<file path="config.mk">
export PLATFORM = sky130hd
export DESIGN_NAME = multicycle_control_flat
export DESIGN_NICKNAME = d
export VERILOG_FILES = /design/src/rtl/multicycle_control_if.sv /design/src/rtl/multicycle_control.sv /design/src/flat_wrapper.sv
export SDC_FILE = /design/constraint.sdc
export NUM_CORES = 1
export LEC_CHECK = 0
export BUFFER_PORTS_ARGS = -buffer_cell sky130_fd_sc_hd__buf_2
export CAP_MARGIN = 20
export CORE_MARGIN = 3
export CORE_UTILIZATION = 35
export DETAILED_ROUTE_END_ITERATION = 8
export HOLD_SLACK_MARGIN = 0.05
export SLEW_MARGIN = 40
export SYNTH_ARGS = -nofsm -noshare
export SYNTH_HDL_FRONTEND = slang
export SYNTH_SLANG_ARGS = --single-unit
</file>
<file path="constraint.sdc">
create_clock -name clk -period 2 [get_ports clk]
set_input_delay 0.3 -clock clk [delete_from_list [all_inputs] [get_ports clk]]
set_output_delay 0.3 -clock clk [all_outputs]
set_load 0.005 [all_outputs]
</file>
<file path="src/rtl/multicycle_control_if.sv">
// multicycle_control_if: sequencer <-> datapath/memory bundle (opcode, branch flag, memory handshake, mux selects, strobes, trap status)
interface multicycle_control_if;
  logic [6:0] opcode;
  logic       take_branch;
  logic       mem_ready;
  logic       mem_req;
  logic       mem_we;
  logic       iord;
  logic       ir_write;
  logic       pc_write;
  logic       pc_src;
  logic       reg_write;
  logic [1:0] alu_src_a;
  logic [1:0] alu_src_b;
  logic [1:0] alu_op;
  logic [1:0] result_src;
  logic       trap;
  logic [1:0] trap_cause;
  logic [3:0] state;
  modport master (
    input  opcode, take_branch, mem_ready,
    output mem_req, mem_we, iord, ir_write, pc_write, pc_src, reg_write,
           alu_src_a, alu_src_b, alu_op, result_src, trap, trap_cause, state
  );
  modport slave (
    output opcode, take_branch, mem_ready,
    input  mem_req, mem_we, iord, ir_write, pc_write, pc_src, reg_write,
           alu_src_a, alu_src_b, alu_op, result_src, trap, trap_cause, state
  );
endinterface

</file>
<file path="src/rtl/multicycle_control.sv">
// multicycle_control: RV32 multi-cycle sequencer; ports clk, rst (sync, active-high), bus (master: opcode/take_branch/mem_ready in, strobes/selects/trap/state out)
module multicycle_control #(
  parameter int unsigned MEM_TIMEOUT = 16
) (
  input logic clk,
  input logic rst,
  multicycle_control_if.master bus
);
  typedef enum logic [3:0] {
    FETCH = 4'd0, DECODE = 4'd1, MEM_ADDR = 4'd2, MEM_READ = 4'd3, MEM_WB = 4'd4,
    MEM_WRITE = 4'd5, EXEC_R = 4'd6, EXEC_I = 4'd7, ALU_WB = 4'd8, BRANCH = 4'd9,
    JAL = 4'd10, LUI_WB = 4'd11, TRAP = 4'd12
  } state_t;
  state_t st;
  logic [7:0] cnt;
  logic [1:0] cause;
  logic req_st, tmo;
  assign req_st = st == FETCH || st == MEM_READ || st == MEM_WRITE;
  // counter holds the number of wait cycles already spent; the last allowed cycle is MEM_TIMEOUT-1
  assign tmo = req_st && !bus.mem_ready && cnt == 8'(MEM_TIMEOUT - 1);
  always_ff @(posedge clk) begin
    if (rst) begin
      st <= FETCH;
      cnt <= 8'd0;
      cause <= 2'b00;
    end else begin
      // any completed request leaves via mem_ready, so the next request state always starts from zero
      cnt <= (req_st && !bus.mem_ready) ? cnt + 8'd1 : 8'd0;
      if (tmo) begin
        st <= TRAP;
        cause <= 2'b10;
      end else begin
        case (st)
          FETCH:     st <= bus.mem_ready ? DECODE : FETCH;
          DECODE: begin
            case (bus.opcode)
              7'b0110011: st <= EXEC_R;
              7'b0010011: st <= EXEC_I;
              7'b0000011, 7'b0100011: st <= MEM_ADDR;
              7'b1100011: st <= BRANCH;
              7'b1101111: st <= JAL;
              7'b0110111: st <= LUI_WB;
              default: begin
                st <= TRAP;
                cause <= 2'b01;
              end
            endcase
          end
          MEM_ADDR:  st <= bus.opcode == 7'b0000011 ? MEM_READ : MEM_WRITE;
          MEM_READ:  st <= bus.mem_ready ? MEM_WB : MEM_READ;
          MEM_WRITE: st <= bus.mem_ready ? FETCH : MEM_WRITE;
          EXEC_R, EXEC_I: st <= ALU_WB;
          MEM_WB, ALU_WB, BRANCH, JAL, LUI_WB: st <= FETCH;
          default:   st <= TRAP;
        endcase
      end
    end
  end
  // outputs decode the registered state; everything is held at zero while rst is high
  assign bus.mem_req    = !rst && req_st;
  assign bus.mem_we     = !rst && st == MEM_WRITE;
  assign bus.iord       = !rst && (st == MEM_READ || st == MEM_WRITE);
  assign bus.ir_write   = !rst && st == FETCH && bus.mem_ready;
  assign bus.pc_write   = !rst && ((st == FETCH && bus.mem_ready) || (st == BRANCH && bus.take_branch) || st == JAL);
  assign bus.pc_src     = !rst && (st == BRANCH || st == JAL);
  assign bus.reg_write  = !rst && (st == MEM_WB || st == ALU_WB || st == JAL || st == LUI_WB);
  assign bus.alu_src_a  = rst ? 2'b00 :
                          st == DECODE ? 2'b01 :
                          (st == MEM_ADDR || st == EXEC_R || st == EXEC_I || st == BRANCH) ? 2'b10 : 2'b00;
  assign bus.alu_src_b  = rst ? 2'b00 :
                          st == FETCH ? 2'b10 :
                          (st == DECODE || st == MEM_ADDR || st == EXEC_I) ? 2'b01 : 2'b00;
  assign bus.alu_op     = rst ? 2'b00 : st == EXEC_R ? 2'b10 : st == BRANCH ? 2'b01 : 2'b00;
  assign bus.result_src = rst ? 2'b00 :
                          st == MEM_WB ? 2'b01 : st == JAL ? 2'b10 : st == LUI_WB ? 2'b11 : 2'b00;
  assign bus.trap       = !rst && st == TRAP;
  assign bus.trap_cause = rst ? 2'b00 : cause;
  assign bus.state      = rst ? 4'd0 : st;
endmodule

</file>
<file path="src/flat_wrapper.sv">
// flat-port wrapper written by rule: the top's interface ports become plain ports
module multicycle_control_flat 
#(
  parameter int unsigned MEM_TIMEOUT = 16
)
  (clk, rst, bus_opcode, bus_take_branch, bus_mem_ready, bus_mem_req, bus_mem_we, bus_iord, bus_ir_write, bus_pc_write, bus_pc_src, bus_reg_write, bus_alu_src_a, bus_alu_src_b, bus_alu_op, bus_result_src, bus_trap, bus_trap_cause, bus_state);
  multicycle_control_if bus_i ();
  input logic clk;
  input logic rst;
  input wire logic [$bits(bus_i.opcode)-1:0] bus_opcode;
  input wire logic [$bits(bus_i.take_branch)-1:0] bus_take_branch;
  input wire logic [$bits(bus_i.mem_ready)-1:0] bus_mem_ready;
  output wire logic [$bits(bus_i.mem_req)-1:0] bus_mem_req;
  output wire logic [$bits(bus_i.mem_we)-1:0] bus_mem_we;
  output wire logic [$bits(bus_i.iord)-1:0] bus_iord;
  output wire logic [$bits(bus_i.ir_write)-1:0] bus_ir_write;
  output wire logic [$bits(bus_i.pc_write)-1:0] bus_pc_write;
  output wire logic [$bits(bus_i.pc_src)-1:0] bus_pc_src;
  output wire logic [$bits(bus_i.reg_write)-1:0] bus_reg_write;
  output wire logic [$bits(bus_i.alu_src_a)-1:0] bus_alu_src_a;
  output wire logic [$bits(bus_i.alu_src_b)-1:0] bus_alu_src_b;
  output wire logic [$bits(bus_i.alu_op)-1:0] bus_alu_op;
  output wire logic [$bits(bus_i.result_src)-1:0] bus_result_src;
  output wire logic [$bits(bus_i.trap)-1:0] bus_trap;
  output wire logic [$bits(bus_i.trap_cause)-1:0] bus_trap_cause;
  output wire logic [$bits(bus_i.state)-1:0] bus_state;
  assign bus_i.opcode = bus_opcode;
  assign bus_i.take_branch = bus_take_branch;
  assign bus_i.mem_ready = bus_mem_ready;
  assign bus_mem_req = bus_i.mem_req;
  assign bus_mem_we = bus_i.mem_we;
  assign bus_iord = bus_i.iord;
  assign bus_ir_write = bus_i.ir_write;
  assign bus_pc_write = bus_i.pc_write;
  assign bus_pc_src = bus_i.pc_src;
  assign bus_reg_write = bus_i.reg_write;
  assign bus_alu_src_a = bus_i.alu_src_a;
  assign bus_alu_src_b = bus_i.alu_src_b;
  assign bus_alu_op = bus_i.alu_op;
  assign bus_result_src = bus_i.result_src;
  assign bus_trap = bus_i.trap;
  assign bus_trap_cause = bus_i.trap_cause;
  assign bus_state = bus_i.state;
  multicycle_control #(.MEM_TIMEOUT(MEM_TIMEOUT)) u_core (.clk(clk), .rst(rst), .bus(bus_i));
endmodule
</file>
==> run_results.csv <==
group,metric,value,unit
finish,fill_cells,297,
finish,multi_input_area,736,um^2
global_route,grt_start_max_net_pins,21,
logic_synthesis,yosys_warnings,0,
clock_tree,ctsLongestPathBuffers,2,
critical_path,crit_type,"reg -> out",
critical_path,timing.rr.end,"u_core.cause[1]",
logic_synthesis,ys_seq_area_share,26.1,%
clock_tree,clock_latency,0.28,ns
clock_tree,clk_pin_slew,0.08,ns
logic_synthesis,synth_fp_nets,161,
critical_path,startpoint,"u_core.st[0]",
routing,drtAntennaViolNets,0,
sta,final_max_slew_viol_count,0,
critical_path,cp-start-kind,"flip-flop",
critical_path,crit_path_end_kind,"output pin",
die,start_util,37.9,%
logic_synthesis,yosys.area.top_type_share,26.1,%
routing,first_iter_violations,24,
min_path,hold_path.class,"in -> reg",
clock_tree,clock_sinks,14,
logic_synthesis,ys_types,40,
die,dieArea,0.00377,mm^2
sta,period_needed,1.89,ns
sta,tns,0,ns
logic_synthesis,yosys.cell_count.top_type,"nor2_1",
routing,num_vias,1104,
critical_path,cp_max_fo,8,
sta,hold_violations,0,
routing,drt_first_pass_iters,4,
routing,drc_errors,0,
sta,skew,0.00774,ns
die,rows,19,
clock_tree,cts_tree,"built",
clock_tree,cts_hold_buffers,0,
die,die_w,61.4,um
clock_tree,htreeDepth,1,
finish,drive_gt1_share,29.6,%
global_route,grt_first_pass_wirelength,4490,um
global_route,overflow,0,
logic_synthesis,postSynthCellCount,149,
sta,rsz0062_at_grt,"no",
critical_path,cp-endpoint,"bus_pc_write",
pwr,p_leak,0.000560,uW
critical_path,timing.rr.start,"u_core.cnt[5]",
sta,fmax,0.530,GHz
finish,num_antenna_cells,0,
pwr,vdd_ir_drop_max,0.289,mV
critical_path,cp.arrival,1.59,ns
finish,seq_area,287,um^2
logic_synthesis,syn_area,0.00107,mm^2
logic_synthesis,synth_area_leader_cell,"dfxtp_1",
logic_synthesis,async_reset_ff_share,0,%
logic_synthesis,ys_top_cells_by_area,"dfxtp_1 (26%), nor2_1 (9.1%), nor3_1 (4.2%), a211oi_1 (3.5%), nand3b_1 (3.5%)",
clock_tree,cts-root-buf,"clkbuf_4",
finish,syn_to_final_growth,22.7,%
status,status,"finished clean",
finish,final_nets,192,
pwr,p_total,646,uW
die,boundaryPins,33,
pwr,power_density,490,mW/mm^2
global_route,grt_pass1_vias,1004,
global_route,antenna_found_initial,0,
flow_run,cap_viol_max_count,0,
finish,postLayoutCoreUtil,46.6,%
die,core_region_area,0.00283,mm^2
finish,fin_area,0.00132,mm^2
routing,wire_per_inst,12.8,um
global_route,track_usage,15.6,%
placed_design,place_area,0.00126,mm^2
placed_design,gp_congestion,0.802,
sta,post-route-period-util,94.4,%
critical_path,rrSetupSlack,0.25,ns
logic_synthesis,synthFlopType,"dfxtp_1",
sta,setup_viol,0,
logic_synthesis,synth_seq_cells,14,
logic_synthesis,synthTopCellsByCount,"nor2_1 (26), dfxtp_1 (14), nand2_1 (9), nor3_1 (9), clkbuf_1 (7)",
die,die_height,61.4,um
logic_synthesis,synth_edf_count,0,
critical_path,worstPathRequired,1.70,ns
placed_design,portBuffers,32,
logic_synthesis,synth.avg_cell_area,7.20,um^2
placed_design,dp_hpwl,2080,um
routing,vias_per_cell,5.26,
sta,slew_headroom,74.4,%
sta,worst_pin_slew,0.384,ns
critical_path,reg2regPathDepth,4,
routing,routed_wl,2680,um
clock_tree,cts_made_buffers,3,
power breakdown:
group          switching, uW  internal [uW]  total (uW)
combinational           80.0           63.9         144
clock                   93.6            111         204
sequential              10.6            287         298
total                    184            462         646
through the flow:
stage / hold slack (ns) / instances / worst slack (ns)
floorplan: 0.418 / 149 / 0.335
global placement: 0.431 / 205 / 0.273
detailed placement: 0.439 / 205 / 0.251
CTS: 0.381 / 209 / 0.0489
global route: 0.384 / 210 / 0.0121
finish: 0.378 / 210 / 0.112
flip-flops by register name, summed over array words and instances, names as in the netlist:
signal        count
u_core.cnt        8
u_core.st         4
u_core.cause      2
layer usage:
metal,share of wire [%],routed length (um),track usage [%]
met5,0,0,0
met3,3.7,99,3.14
met1,50,1330,21.7
met2,46,1240,25.5
met4,0.48,13,2.73
repair_timing:
action | CTS | global route
pin swaps | 0 | 0
setup buffers | 0 | 1
endpoints found under the setup margin | 1 | 1
resized for setup | 4 | 3
area by class of cell:
class,count,area share (%)
clock buffers,4,2.75
flip-flops and latches,14,21.7
multi-input cells,118,55.8
well taps,31,2.94
repair buffers,37,15.0
inverters,6,1.71
how the worst min path moves through the flow:
stage / from / to / cells past startpoint
finish: bus_opcode[3] / u_core.st[0] / 4
global route: bus_opcode[3] / u_core.st[0] / 4
CTS: bus_opcode[3] / u_core.st[0] / 4
detailed placement: u_core.cnt[0] / u_core.cnt[0] / 1
global placement: u_core.cnt[0] / u_core.cnt[0] / 1
floorplan: u_core.cnt[0] / u_core.cnt[0] / 1
critical path, stage by stage, from the launching register on:
cell and delay (ns):
dfxtp_4 0.37, or4_4 0.55, nor3_2 0.13, o21bai_1 0.13, buf_2 0.13
layout by cell type, fill, tap and decap left out, drive strengths merged:
master and instances:
and4 1, or3 5, or4 3, o21bai 3, a21oi 7, o21a 1
a211oi 5, nor2 26, inv 6, dfxtp 14, nand4 1, nor3 9
nand2b 3, clkbuf 4, nand2 9, a22oi 1, nor2b 5, a41oi 1
xor2 3, and3 5, and2 1, buf 37, a22o 2, nand4bb 1
o21ai 3, a21o 1, xnor2 4, o2bb2ai 1, o21ba 1, ha 1
nand3b 5, nor4b 1, or3b 2, nor3b 2, o211ai 3, nand3 2
logic make-up after synthesis:
family	synth area share [%]
XOR/XNOR	5.71
AO/OA/AOI/OAI	19.8
buffers and inverters	6.41
AND/OR/NAND/NOR	40.8
adder cells (fa/ha/maj)	1.17
flip-flops	26.1
Note: power is estimated with default switching activity, not from simulation.
